File: src/rtl/fir_mac_sequencer.sv
// Time-multiplexed FIR sequencer: one shift, N serial MACs, then a
// rounded and saturated Q15 result on a valid/ready port.
`timescale 1ns/1ps
module fir_mac_sequencer #(
  parameter int N      = 8,
  parameter int COEF_W = 16,
  parameter int ACC_W  = 32 + $clog2(N)
) (
  input  logic                   clk,
  input  logic                   rst,
  input  logic                   in_valid,
  output logic                   in_ready,
  input  logic [15:0]            data_in,
  output logic                   shift_en,
  output logic [15:0]            shift_data,
  output logic [$clog2(N)-1:0]   tap_sel,
  input  logic [15:0]            tap_data,
  input  logic [COEF_W-1:0]      coef_data,
  output logic                   out_valid,
  input  logic                   out_ready,
  output logic [15:0]            data_out,
  output logic                   busy
);

  localparam int TW = $clog2(N);
  localparam int PW = 16 + COEF_W;
  localparam logic [TW-1:0] LAST = TW'(N - 1);
  localparam logic signed [ACC_W-1:0] RND =
    ACC_W'(64'd1 << (COEF_W - 2));
  localparam logic signed [ACC_W-1:0] MAXV = ACC_W'(32767);
  localparam logic signed [ACC_W-1:0] MINV = ~MAXV;

  typedef enum logic [1:0] {
    S_IDLE,
    S_MAC,
    S_OUT
  } state_t;

  state_t                   r_state;
  logic signed [ACC_W-1:0]  r_acc;
  logic [TW-1:0]            r_tap;
  logic                     r_out_valid;
  logic [15:0]              r_data_out;

  logic signed [PW-1:0]     w_prod;
  logic signed [ACC_W-1:0]  w_sum;
  logic signed [ACC_W-1:0]  w_rnd;
  logic [15:0]              w_sat;
  logic                     w_accept;

  assign w_prod = $signed(tap_data) * $signed(coef_data);
  assign w_sum  = r_acc + {{(ACC_W-PW){w_prod[PW-1]}}, w_prod};
  // Round half up, then drop the COEF_W-1 fractional bits
  assign w_rnd  = (w_sum + RND) >>> (COEF_W - 1);

  always_comb begin
    w_sat = w_rnd[15:0];
    if (w_rnd > MAXV)
      w_sat = 16'h7fff;
    else if (w_rnd < MINV)
      w_sat = 16'h8000;
  end

  assign in_ready   = (r_state == S_IDLE);
  assign w_accept   = in_valid & in_ready & rst;
  assign shift_en   = w_accept;
  assign shift_data = data_in;
  assign tap_sel    = r_tap;
  assign out_valid  = r_out_valid;
  assign data_out   = r_data_out;
  assign busy       = (r_state != S_IDLE);

  always_ff @(posedge clk) begin
    if (!rst) begin
      r_state     <= S_IDLE;
      r_acc       <= '0;
      r_tap       <= '0;
      r_out_valid <= 1'b0;
      r_data_out  <= '0;
    end else begin
      unique case (r_state)
        S_IDLE: begin
          if (w_accept) begin
            r_acc   <= '0;
            r_tap   <= '0;
            r_state <= S_MAC;
          end
        end
        S_MAC: begin
          r_acc <= w_sum;
          if (r_tap == LAST) begin
            r_tap       <= '0;
            r_data_out  <= w_sat;
            r_out_valid <= 1'b1;
            r_state     <= S_OUT;
          end else begin
            r_tap <= r_tap + 1'b1;
          end
        end
        S_OUT: begin
          if (out_ready) begin
            r_out_valid <= 1'b0;
            r_state     <= S_IDLE;
          end
        end
        default: r_state <= S_IDLE;
      endcase
    end
  end

endmodule

File: config.mk
export PLATFORM = sky130hd
export DESIGN_NAME = fir_mac_sequencer
export DESIGN_NICKNAME = d
export VERILOG_FILES = /design/src/rtl/fir_mac_sequencer.sv
export SDC_FILE = /design/constraint.sdc
export NUM_CORES = 1
export LEC_CHECK = 0
export CAP_MARGIN = 20
export CORE_MARGIN = 3
export CORE_UTILIZATION = 45
export CTS_BUF_LIST = sky130_fd_sc_hd__clkbuf_8
export DETAILED_ROUTE_END_ITERATION = 8
export GPL_ROUTABILITY_DRIVEN = 0
export PLACE_DENSITY_LB_ADDON = 0.12
export SKIP_CTS_REPAIR_TIMING = 1
export SYNTH_ARGS = -nofsm -noshare
export SYNTH_HDL_FRONTEND = slang
export SYNTH_SLANG_ARGS = --single-unit
File: constraint.sdc
create_clock -name clk -period 18.3 [get_ports clk]
set_input_delay 2.745 -clock clk [delete_from_list [all_inputs] [get_ports clk]]
set_output_delay 2.745 -clock clk [all_outputs]
set_load 0.05 [all_outputs]
==> results.md <==
- Share of post-route cells with drive strength above 1: just under 4%
- DRC errors left: 0
- Worst slew margin: 38.5%
- Hold Crit Class: reg -> reg
- Clk root buf: clkbuf_8
- Worst Max-Slew Pin Slew: 0.915 ns
- CTS Buf Count: 9
- Final setup fails: 0
- Fmax: 0.0764 GHz
- Die Span Y: 186 um
- Clock-pin slew on the worst setup and hold paths: roughly 0.080 ns
- Vias in the first global route: 11603
- Total wire length: 35000 um
- CTS Sinks: 57
- Post-synth EDFFs: 0
- R2r endpoint: data_out[1]
- Hold Path Cell Cnt: 2
- DR pass1 iterations: 5
- Crit path kind: in -> reg
- Final Hold Vio Count: 0
- Critical path's slowest cell: clkdlybuf4s50_1
- Net Count, Synth: approximately 2100
- Number of nets in the layout: 2128
- Clock Latency Late Sink: 0.36 ns
- Initial core utilization: 45.9%
- Antenna Cells: 0
- Die width: 186 um
- CP Data Arrival Time: 13.31 ns
- Syn Std Cell Area: 14500 um2
- I/O Buffers: 58
- Routed via count: 11215
- Seq/Total Area, Yosys: 7.84%
- Library cells used by synthesis: 73
- Setup slack after layout: 5.21 ns
- Buf/Inv on CP: 5
- Data required, critical path: 18.52 ns
- Area growth syn-to-layout: 6.66%
- Startpoint type of the worst setup path: input pin
- WL/cell: between 15 and 20 um
- Cell count of the worst reg-to-reg path: 16
- Worst hold start: r_acc[11]
- Worst setup EP type: flip-flop
- Number of max-cap violations: 0
- RSZ-0062 raised after global routing: false
- Fin Clk Skew: 0.0105 ns
- Antenna-violating nets left: 0
- Gr ovfl total: 0
- Die Area: 34500 um2
- Synth Instances: 1693
- Syn avg cell area: approximately 8.6 um2
- Most frequent cells in the layout: inv_1 (316), fa_1 (263), nand2_1 (202)
- Setup TNS: 0 ns
- Core area: 31700 um2
- Dpl cells: 2083
- First-pass GRT wire length: approximately 60000 um
- Commonest non-fill, non-tap cell in the layout: inv_1
- CTS tree: yes
- HPWL Detailed: 28200 um
- H-tree lvl count: 3
- Via density: roughly 5.3
- Multi-input gate area: 11900 um2
- Site row count: 65
- CP max FO: 16
- Seq. cell area: 1140 um2
- CP max stage delay: 0.80 ns
- Synth warn: 0
- Total Routing Usage GR: 21.2%
- Initial antenna violation count: 0
- Starting DRC count in detailed routing: around 570
- # IOs: roughly 90
- Crit-path most repeated cell: fa_1
- Hold Path Sink: r_acc[11]
- Final std cells w/o fill: between 2000 and 2500
- Tcrit/Tclk final: 71.5%
- Ys flop type: dfxtp_1
- Largest net degree at the start of global routing: 44
- Slew Limit Fails: 0
- DP Worst Slack: 4.91 ns
- Reg2Reg Setup Slack: around 14 ns
- Post-synth ARST share: 0%
- Post-synthesis register bit count: 57
- Outcome: complete, no violations
- Crit path time final: around 13 ns
- Maximum clock insertion buffer count: 2
- Fillers: 3138
- FF-to-FF Start: r_acc[0]
- Critical path's top delay family: adder cells
worst reg2reg max path: cells and delay by family (launching register included):
family                     cells  cell delay [ns]
xor gates and xnor gates       1             0.31
adders and majority gates      3             0.86
buffers and inverters          1             0.07
AOI/OAI and AO/OA              6             1.55
and+or+nand+nor                5             1.59
DFF                            1             0.33
area by class of cell:
type / instances / area share, %
well taps: 402 / 3.24
repair buffers: 64 / 4.03
clock buffers: 10 / 0.887
flip-flops and latches: 57 / 7.35
inverters: 317 / 7.67
clock inverters: 6 / 0.427
multi-input cells: 1244 / 76.4
how the worst max path moves through the flow:
stage,startpoint,endpoint,slack [ns],cells after the start
floorplan,coef_data[6],data_out[14],6.78,38
global placement,coef_data[3],data_out[1],5.11,34
detailed placement,tap_data[7],data_out[1],4.91,35
CTS,tap_data[7],data_out[1],5.24,35
global route,tap_data[4],data_out[1],4.26,36
finish,tap_data[5],data_out[1],5.21,36
flip-flops by register name, summed over array words and instances (netlist names):
| signal | cells |
|---|---|
| tap_sel | 3 |
| data_out | 16 |
| r_acc | 35 |
| out_valid | 1 |
| r_state | 2 |
metrics by stage:
stage | instance area, um2 | hold WS (ns) | utilization (%)
after floorplan | 14500 | 0.448 | -
after global placement | 15300 | 0.456 | 48.3
after detailed placement | 15300 | 0.465 | 48.3
after CTS | 15500 | 0.476 | 48.9
after global routing | 15500 | 0.495 | 48.9
final | 15500 | 0.475 | 48.9
cell families (layout without fill, tap and decap cells):
family	after synthesis	in the layout	synth area share [%]
muxes	1	1	0.0688
and+or+nand+nor	534	534	18.3
DFF	57	57	7.84
xor gates and xnor gates	77	77	4.69
buffers and inverters	392	397	10.7
AOI/OAI and AO/OA	249	249	11.9
adders and majority gates	383	383	46.5
Yosys cell counts, types with 6 or more instances:
cell | number | area [um2]
a211oi_1 | 9 | 67.6
a21o_1 | 22 | 165
a21oi_1 | 74 | 370
a22oi_1 | 15 | 113
a31oi_1 | 10 | 62.6
and2_1 | 118 | 738
and3_1 | 10 | 62.6
buf_2 | 6 | 30.0
buf_4 | 16 | 120
clkbuf_1 | 48 | 180
dfxtp_1 | 57 | 1140
fa_1 | 263 | 5270
ha_1 | 120 | 1500
inv_1 | 316 | 1190
nand2_1 | 202 | 758
nand2b_1 | 18 | 113
nand3_1 | 29 | 145
nand4_1 | 12 | 75.1
nor2_1 | 95 | 357
nor2b_1 | 9 | 56.3
nor3_1 | 8 | 40.0
o211ai_2 | 11 | 138
o21a_1 | 9 | 67.6
o21ai_0 | 41 | 205
o21ai_2 | 6 | 52.6
o21bai_1 | 7 | 52.6
o31ai_1 | 6 | 45.0
xnor2_1 | 47 | 412
xor2_1 | 29 | 254
routing by layer:
metal  share of wire, %  track usage, %  vias to the layer above
li1                   -               -                     5317
met1                 45            28.4                     5720
met2                 52            38.1                      156
met3                2.7            2.25                       22
met4               0.81            2.86                        0
met5                  0               0                        -
Power is left out: the tool's default activity adds up to more than one toggle a clock period on the data nets, which glitch-free logic cannot reach.
